**config.mk**
```make
export PLATFORM = sky130hd
export DESIGN_NAME = regfile_table_loader
export DESIGN_NICKNAME = d
export VERILOG_FILES = /design/src/rtl/regfile_loader_pkg.sv /design/src/rtl/regfile_chunk_packer.sv /design/src/rtl/regfile_table_loader.sv
export SDC_FILE = /design/constraint.sdc
export NUM_CORES = 1
export LEC_CHECK = 0
export CAP_MARGIN = 20
export CORE_MARGIN = 2
export CORE_UTILIZATION = 39
export CTS_CLUSTER_SIZE = 28
export DETAILED_ROUTE_END_ITERATION = 8
export PLACE_DENSITY = 0.76
export RECOVER_POWER = 100
export SYNTH_ARGS = -nofsm -noshare
export SYNTH_HDL_FRONTEND = slang
export SYNTH_SLANG_ARGS = --single-unit
export TNS_END_PERCENT = 20
```
**constraint.sdc**
```tcl
create_clock -name CLK -period 1.45 [get_ports CLK]
set_input_delay 0.2175 -clock CLK [delete_from_list [all_inputs] [get_ports CLK]]
set_output_delay 0.2175 -clock CLK [all_outputs]
set_load 0.1 [all_outputs]
```
**src/rtl/regfile_loader_pkg.sv**
```systemverilog
// Shared definitions for the register-file table loader: op codes, FSM states
// and the chunks-per-entry helper.
package regfile_loader_pkg;

    localparam logic [1:0] OP_LOAD = 2'd0;
    localparam logic [1:0] OP_FILL = 2'd1;

    typedef enum logic [2:0] {
        ST_IDLE,
        ST_COLLECT,
        ST_WRITE,
        ST_FILL,
        ST_DONE
    } state_t;

    function automatic int nch(input int data_width, input int chunk_width);
        return (data_width + chunk_width - 1) / chunk_width;
    endfunction

endpackage

```
**src/rtl/regfile_chunk_packer.sv**
```systemverilog
// Assembles LSB-first chunks into one data_width entry; bits of the last chunk
// beyond data_width are dropped.
module regfile_chunk_packer
    import regfile_loader_pkg::*;
#(
    parameter int data_width  = 1,
    parameter int chunk_width = 8
) (
    input  logic                   CLK,
    input  logic                   RST,
    input  logic                   clear,
    input  logic                   accept,
    input  logic [chunk_width-1:0] chunk,
    output logic [data_width-1:0]  entry,
    output logic                   last
);

    localparam int NCH   = nch(data_width, chunk_width);
    localparam int CNT_W = (NCH > 1) ? $clog2(NCH) : 1;

    logic [CNT_W-1:0]      cnt;
    logic [data_width-1:0] asm_q;
    logic [data_width-1:0] merged;
    logic                  unused_chunk;

    // Upper chunk bits are legitimately unused when data_width is not a chunk multiple.
    assign unused_chunk = ^chunk;

    // entry already includes the chunk being accepted, so the top can register it
    // in the same cycle the final chunk arrives.
    always_comb begin
        merged = asm_q;
        for (int i = 0; i < data_width; i++) begin
            if (accept && (cnt == CNT_W'(i / chunk_width))) begin
                merged[i] = chunk[i % chunk_width];
            end
        end
    end

    assign entry = merged;
    assign last  = (cnt == CNT_W'(NCH - 1));

    always_ff @(posedge CLK) begin
        if (RST || clear) begin
            cnt   <= '0;
            asm_q <= '0;
        end else if (accept) begin
            asm_q <= merged;
            cnt   <= last ? '0 : cnt + 1'b1;
        end
    end

endmodule

```
**src/rtl/regfile_table_loader.sv**
```systemverilog
// Runtime loader that drives a LUT-RAM register file write port from LOAD
// (streamed chunks) or FILL (constant) commands.
module regfile_table_loader
    import regfile_loader_pkg::*;
#(
    parameter int data_width  = 1,
    parameter int addr_width  = 1,
    parameter int depth       = 1 << addr_width,
    parameter int chunk_width = 8
) (
    input  logic                   CLK,
    input  logic                   RST,
    input  logic                   cmd_valid,
    output logic                   cmd_ready,
    input  logic [1:0]             cmd_op,
    input  logic [addr_width-1:0]  cmd_base,
    input  logic [addr_width:0]    cmd_count,
    input  logic [data_width-1:0]  cmd_fill,
    input  logic                   in_valid,
    output logic                   in_ready,
    input  logic [chunk_width-1:0] in_data,
    output logic [addr_width-1:0]  ADDR_IN,
    output logic [data_width-1:0]  D_IN,
    output logic                   WE,
    output logic                   busy,
    output logic                   done,
    output state_t                 dbg_state
);

    localparam logic [addr_width:0]   DEPTH_N   = (addr_width + 1)'(depth);
    localparam logic [addr_width-1:0] LAST_ADDR = addr_width'(depth - 1);

    state_t                state;
    logic [addr_width-1:0] addr;
    logic [addr_width:0]   remaining;
    logic [addr_width:0]   count_sat;
    logic [data_width-1:0] fill_q;
    logic [addr_width-1:0] addr_q;
    logic [data_width-1:0] din_q;
    logic                  we_q;
    logic                  done_q;
    logic                  cmd_fire;
    logic                  chunk_fire;
    logic [data_width-1:0] entry;
    logic                  last_chunk;

    // Handshakes: a transfer happens on a rising edge where valid and ready are both
    // high; ready depends only on state (never on valid) and is low while RST is high.
    assign cmd_ready  = (state == ST_IDLE) && !RST;
    assign in_ready   = (state == ST_COLLECT) && !RST;
    assign busy       = (state != ST_IDLE) && !RST;
    assign WE         = we_q && !RST;
    assign done       = done_q && !RST;
    assign ADDR_IN    = addr_q;
    assign D_IN       = din_q;
    assign dbg_state  = state;
    assign cmd_fire   = cmd_valid && cmd_ready;
    assign chunk_fire = in_valid && in_ready;
    assign count_sat  = (cmd_count > DEPTH_N) ? DEPTH_N : cmd_count;

    // Explicit wrap so a non-power-of-two depth still returns to address 0.
    function automatic logic [addr_width-1:0] next_addr(input logic [addr_width-1:0] a);
        return (a == LAST_ADDR) ? '0 : a + 1'b1;
    endfunction

    regfile_chunk_packer #(
        .data_width  (data_width),
        .chunk_width (chunk_width)
    ) u_packer (
        .CLK    (CLK),
        .RST    (RST),
        .clear  (state != ST_COLLECT),
        .accept (chunk_fire),
        .chunk  (in_data),
        .entry  (entry),
        .last   (last_chunk)
    );

    always_ff @(posedge CLK) begin
        if (RST) begin
            state     <= ST_IDLE;
            addr      <= '0;
            remaining <= '0;
            fill_q    <= '0;
            addr_q    <= '0;
            din_q     <= '0;
            we_q      <= 1'b0;
            done_q    <= 1'b0;
        end else begin
            we_q   <= 1'b0;
            done_q <= 1'b0;
            case (state)
                ST_IDLE: begin
                    if (cmd_fire) begin
                        fill_q <= cmd_fill;
                        if (count_sat == '0) begin
                            state  <= ST_DONE;
                            done_q <= 1'b1;
                        end else if (cmd_op == OP_LOAD) begin
                            state     <= ST_COLLECT;
                            addr      <= cmd_base;
                            remaining <= count_sat;
                        end else begin
                            // First FILL write is issued straight from the command.
                            state     <= ST_FILL;
                            we_q      <= 1'b1;
                            addr_q    <= cmd_base;
                            din_q     <= cmd_fill;
                            addr      <= next_addr(cmd_base);
                            remaining <= count_sat - 1'b1;
                        end
                    end
                end
                ST_COLLECT: begin
                    if (chunk_fire && last_chunk) begin
                        state     <= ST_WRITE;
                        we_q      <= 1'b1;
                        addr_q    <= addr;
                        din_q     <= entry;
                        addr      <= next_addr(addr);
                        remaining <= remaining - 1'b1;
                    end
                end
                ST_WRITE: begin
                    if (remaining == '0) begin
                        state  <= ST_DONE;
                        done_q <= 1'b1;
                    end else begin
                        state <= ST_COLLECT;
                    end
                end
                ST_FILL: begin
                    if (remaining == '0) begin
                        state  <= ST_DONE;
                        done_q <= 1'b1;
                    end else begin
                        we_q      <= 1'b1;
                        addr_q    <= addr;
                        din_q     <= fill_q;
                        addr      <= next_addr(addr);
                        remaining <= remaining - 1'b1;
                    end
                end
                ST_DONE: begin
                    state <= ST_IDLE;
                end
                default: begin
                    state <= ST_IDLE;
                end
            endcase
        end
    end

endmodule

```
==> results.toml, run 1 <==
[clock_network]
clockRootBuffer = "clkbuf_4"
h-tree-depth = 1
ctsHoldBuffers = 0
cts_buffer_depth = 2
clk_pin_slew_ns = 0.08
cts_tree = "built"
clock_latency_ns = 0.27
cts_buffers = 3
cts.sinks = 12

[final_layout]
fillers = 146
finalNetCount = 152
finalNonFillerCells = 159
drive_above_1_share_pct = 43.9
syn2layout_area_growth_pct = 69.8
antenna_cells = 0

[setup_path]
endpoint_kind = "flip-flop"
critPathArrivalTime_ns = 1.71
worstSetupPathType = "reg2reg"
critPathSlowestCell = "dfxtp_4"
cp_top_family = "compound AO/OA/AOI/OAI gates"
start_kind = "flip-flop"
cp_max_fo = 6
cp_cell_sequence = "buf_4, and4bb_1, a211o_1, and2_4, a311oi_1"
cpPeakStageDelay_ns = 0.39
critPathBufInv = 1
required_ns = 1.63

[logic_synthesis]
syn_nets = 107
synth_top_area_cell = "dfxtp_1"
ys_seq_elements = 12
synthArstFlopShare_pct = 0
synth_top_area_share_pct = 31.3
synth_common_cells = "dfxtp_1 (12), nor2_1 (9), a21oi_1 (6), nand2_1 (6)"
synth_edf_count = 0
synth_area_leaders = "dfxtp_1 (31%), nor2_1 (4.4%), a21oi_1 (3.9%)"
yosysSeqAreaShare_pct = 31.3
syn_area_per_cell_um2 = 8.72
synth_warnings = 0
synth_area_um2 = 767
postSynthCellCount = 88
synthFlopType = "dfxtp_1"
synthDistinctLibCells = 40
synth_most_common_cell = "dfxtp_1"

[global_route]
grt_max_degree = 14
grt_pass1_wl_mm = 3.91
antenna_found_initial = 0
grt_use_total_pct = 21.3
grt_overflow = 0
grt_pass1_vias = 865

[drt]
drt_iter0_markers = 21
route.antenna.remaining_nets = 0
wl_per_cell_um = 14.4
dr.pass1.iters = 4
drt-total-wl_mm = 2.29
drcViolationCount = 0
via_per_inst = 5.38
dr_total_vias = 856

[die]
start_util_pct = 40.3
die_y_um = 48.3
dieArea_mm2 = 0.00234
io_pins = 28
die_w_um = 48.3
core_area_mm2 = 0.00190
rows = 16

[timing]
hold_violations = 0
max_freq_mhz = 655
post-route-min-period_ns = 1.53
setup_viol = 5
skew_ns = 0.00134
setup_ws_ns = -0.0775
period_share_pct = 105
final-max-slew-violation-count = 0
tightest_slew_ns = 0.540
slew_headroom_pct = 64.1
rsz0062_at_grt = "yes"

[outcome]
outcome = "complete, but fails checks"
violations = "negative setup slack"

[hold_path]
hp-class = "reg2reg"

[power]
p_per_area_mw_per_mm2 = 1200
p_leak_uw = 0.000554
total_power_uw = 1560
irDropWorstVdd_uv = 591

[run]
max-cap-violations = 0

[place]
dpl.hpwl_mm = 1.57
dp_cells = 148
port_buffers = 20
gp_congestion = 0.834
worst register-to-register path, cell delays in order, from the launching register on:
cell	delay [ns]
dfxtp_4	0.39
buf_4	0.17
and4bb_1	0.22
a211o_1	0.28
and2_4	0.19
a311oi_1	0.20
flip-flops by register name, indices dropped and copies added, names as in the netlist:
name / count
ADDR_IN: 1
D_IN: 1
addr: 1
dbg_state: 3
done_q: 1
fill_q: 1
remaining: 2
u_packer.asm_q: 1
we_q: 1
power breakdown:
group / switching [µW] / leakage, µW / internal [µW]
Clock: 113 / 0.0000210 / 152
Combinational: 505 / 0.000433 / 364
Sequential: 51.2 / 0.000100 / 376
Total: 669 / 0.000554 / 892
layout by cell type, fill, tap and decap left out, drive strengths merged, types with 2 or more instances in the layout:
cell           netlist  layout
buf                  5      29
dfxtp               12      12
clkbuf               0      10
clkdlybuf4s50        0       9
nor2                 9       9
a21oi                7       7
nand2                6       6
o21ai                5       5
and3                 4       4
inv                  4       4
nor2b                3       3
a221oi               3       3
xnor2                2       2
mux2i                2       2
o211ai               2       2
nor3                 2       2
a311oi               2       2
kinds of logic (layout without fill, tap and decap cells):
logic type	after synthesis	count (layout)	share of synthesized area [%]
AO/OA/AOI/OAI	31	31	30.7
AND/OR/NAND/NOR	30	30	22.8
flip-flops	12	12	31.3
buffers and inverters	9	53	7.18
multiplexers	3	3	4.08
XOR/XNOR	2	2	2.28
adder cells (fa/ha/maj)	1	1	1.63
metal layers:
layer / up-vias / share of wire (%) / track usage, %
met5: - / 0 / 0
met2: 25 / 53 / 39.8
li1: 417 / - / -
met4: 0 / 0.92 / 7.14
met1: 410 / 41 / 24.7
met3: 4 / 5.0 / 3.40
through the flow:
step / worst slack [ns] / hold WS (ns) / instance area (µm²) / utilization [%] / TNS (ns)
final: -0.0775 / 0.491 / 1300 / 68.5 / -0.258
after CTS: -0.0776 / 0.491 / 1350 / 71.0 / -0.211
after floorplan: -0.922 / 0.356 / 801 / - / -7.56
after global routing: -0.127 / 0.509 / 1300 / 68.5 / -0.797
after global placement: -0.238 / 0.470 / 1240 / 65.3 / -2.31
after detailed placement: -0.301 / 0.468 / 1240 / 65.3 / -2.91
final cells by class:
type / count / area (µm²) / area share (%)
Clock buffer: 4 / 36.3 / 2.79
Inverter: 4 / 15.0 / 1.15
Multi-Input combinational cell: 67 / 515 / 39.6
Sequential cell: 12 / 251 / 19.3
Tap cell: 27 / 33.8 / 2.59
Timing Repair Buffer: 45 / 450 / 34.6
path summary, 6_finish.rpt:
| kind | startpoint | to | slack, ns | cells past startpoint |
|---|---|---|---|---|
| max | dbg_state[1] | ADDR_IN | -0.08 | 5 |
| min | addr | ADDR_IN | 0.49 | 2 |
| max reg2reg | dbg_state[1] | ADDR_IN | -0.08 | 5 |
| min reg2reg | addr | ADDR_IN | 0.49 | 2 |
what timing repair did:
action	CTS	global route
setup buffers	6	1
pin swaps	7	0
endpoints found under the setup margin	10	11
resized for setup	11	2
(Power assumes the default switching activity.)
==> run 2: changes to the inputs <==
- SETUP_SLACK_MARGIN: default -> 0.02
==> results of run 2 <==
The final DEF is identical to that of run 1; final timing and power are the same.
==> run 3: changes to the inputs <==
- CTS_BUF_LIST: default -> sky130_fd_sc_hd__clkbuf_16
==> run 3 against run 2 <==
Net effect:
- clock skew increased by 0.00077 ns
- sequential share of layout area decreased by 2.4 points
- power increased by 24%
- the flow still finishes with violations (negative setup slack)
- setup slack improved by 0.039 ns
- flip-flop and latch count unchanged
- sequential power about the same
- highest routed layer unchanged
==> results.toml, run 3 (synthesis gave the netlist of run 1 again) <==
[outcome]
outcome = "complete, but fails checks"
violations = "negative setup slack"

[drt]
dr_total_vias = 918
drt_iter0_markers = 12
via_per_inst = 5.50
met2WireLength_mm = 1.42
wl_per_cell_um = 16.1
dr.pass1.iters = 6
route.antenna.remaining_nets = 0
wirelength_met1_mm = 1.06
highest-signal-layer = "met4"
routed-wl-met3_um = 122
drcViolationCount = 0
drt-total-wl_mm = 2.69

[setup_path]
cpPeakStageDelay_ns = 0.38
worstSetupPathType = "reg2out"
setup.worst_path.start = "dbg_state[1]"
critPathSlowestCell = "dfxtp_4"
critPathArrivalTime_ns = 1.27
endpoint_kind = "primary output"
start_kind = "flip-flop"
cp_max_fo = 7
required_ns = 1.23
critPathBufInv = 2
cp_cell_sequence = "buf_6, nor4_4, buf_12"
cp_top_family = "flip-flops"
r2r-start = "remaining[1]"

[place]
dp_cells = 148
place_area_mm2 = 0.00124
dpl.hpwl_mm = 1.57
gp_congestion = 0.834
port_buffers = 20

[timing]
whs_ns = 0.484
tightest_slew_ns = 0.540
skew_ns = 0.00211
setup_viol = 5
post-route-min-period_ns = 1.49
hold_violations = 0
rsz0062_at_grt = "yes"
slew_headroom_pct = 64.1
setup_ws_ns = -0.0385
period_share_pct = 103
final-max-slew-violation-count = 0
max_freq_mhz = 672
setup_tns_ns = -0.0752

[final_layout]
layout_common_cells = "buf_4 (28), buf_12 (10), clkdlybuf4s50_1 (9)"
finalNonFillerCells = 167
antenna_cells = 0
final_cell_area_mm2 = 0.00149
drive_above_1_share_pct = 51.4
final_common_cell = "buf_4"
largest_reg_flops = 3
syn2layout_area_growth_pct = 94.5
finalNetCount = 160

[power]
pwr-share-clk_pct = 26.4
p_leak_uw = 0.000636
switching_share_pct = 38.9
power_frac_seq_pct = 22.3
p_sw_uw = 752
total_power_uw = 1930
irDropWorstVdd_uv = 982
pwr-share-comb_pct = 51.3
internal_power_uw = 1180
p_per_area_mw_per_mm2 = 1290

[die]
io_pins = 28
die_y_um = 48.3
die_w_um = 48.3
core_area_mm2 = 0.00190
start_util_pct = 40.3
dieArea_mm2 = 0.00234
rows = 16

[global_route]
grt_pass1_wl_mm = 4.24
antenna_found_initial = 0
grt_overflow = 0
grt_use_total_pct = 23.6
grt_pass1_vias = 916
grt_max_degree = 14

[clock_network]
h-tree-depth = 1
ctsHoldBuffers = 0
cts_buffers = 3
clock_latency_ns = 0.24
clk_pin_slew_ns = 0.04
cts.sinks = 12
clockRootBuffer = "clkbuf_16"
cts_buffer_depth = 2
cts_tree = "built"

[run]
max-cap-violations = 0

[hold_path]
hp-class = "reg2reg"
hold_start = "remaining[1]"
-- run 3: cell count changes in the layout (fill, tap and decap cells not counted), sizes merged --
cell / previous run / this run
buf: 29 / 41
clkinv: 0 / 1
clkbuf: 10 / 5
-- run 3: per-stage QoR --
stage / util [%] / worst slack (ns)
after floorplan: - / -0.922
after global placement: 65.3 / -0.238
after detailed placement: 65.3 / -0.301
after CTS: 74.9 / -0.0408
after global routing: 78.4 / -0.123
final: 78.4 / -0.0385
-- run 3: layout make-up --
class                      instances  area (µm²)
clock buffer                       3        75.1
tap                               27        33.8
clock inverter                     1        3.75
multi-input combinational         67         556
inverter                           4        15.0
sequential                        12         253
timing repair buffer              53         556
fill                             113         410
-- run 3: power by group through the flow --
stage	Combinational [µW]	Clock [µW]	Sequential [µW]
after floorplan	412	0	542
after CTS	913	511	436
after global placement	800	0	441
final	991	509	430
after detailed placement	813	0	443
after global routing	1040	525	437
-- run 3: metal layers --
metal  track usage (%)  vias to the layer above
met5                 0                        -
li1                  -                      435
met4              11.0                        0
met2              43.5                       30
met1              26.8                      442
met3              3.09                       11
-- run 3: worst reg2reg max path, stage by stage, from the launching register on --
cell and delay, ns:
dfxtp_2 0.31, inv_2 0.06, ha_4 0.15, and4bb_1 0.20, a211o_1 0.27, buf_4 0.15, a21oi_2 0.14, a311oi_2 0.06
-- run 3: final timing paths --
path | slack (ns) | depth (start not counted) | end
worst max register to register | -0.03 | 7 | ADDR_IN
worst min register to register | 0.48 | 2 | remaining[1]
worst min-delay path | 0.48 | 2 | remaining[1]
worst max-delay path | -0.04 | 3 | cmd_ready
-- run 3: timing repair --
item / CTS / global route
endpoints found under the setup margin: 10 / 13
buffers inserted: 7 / 8
resized for setup: 17 / 5
pin swaps: 7 / 5
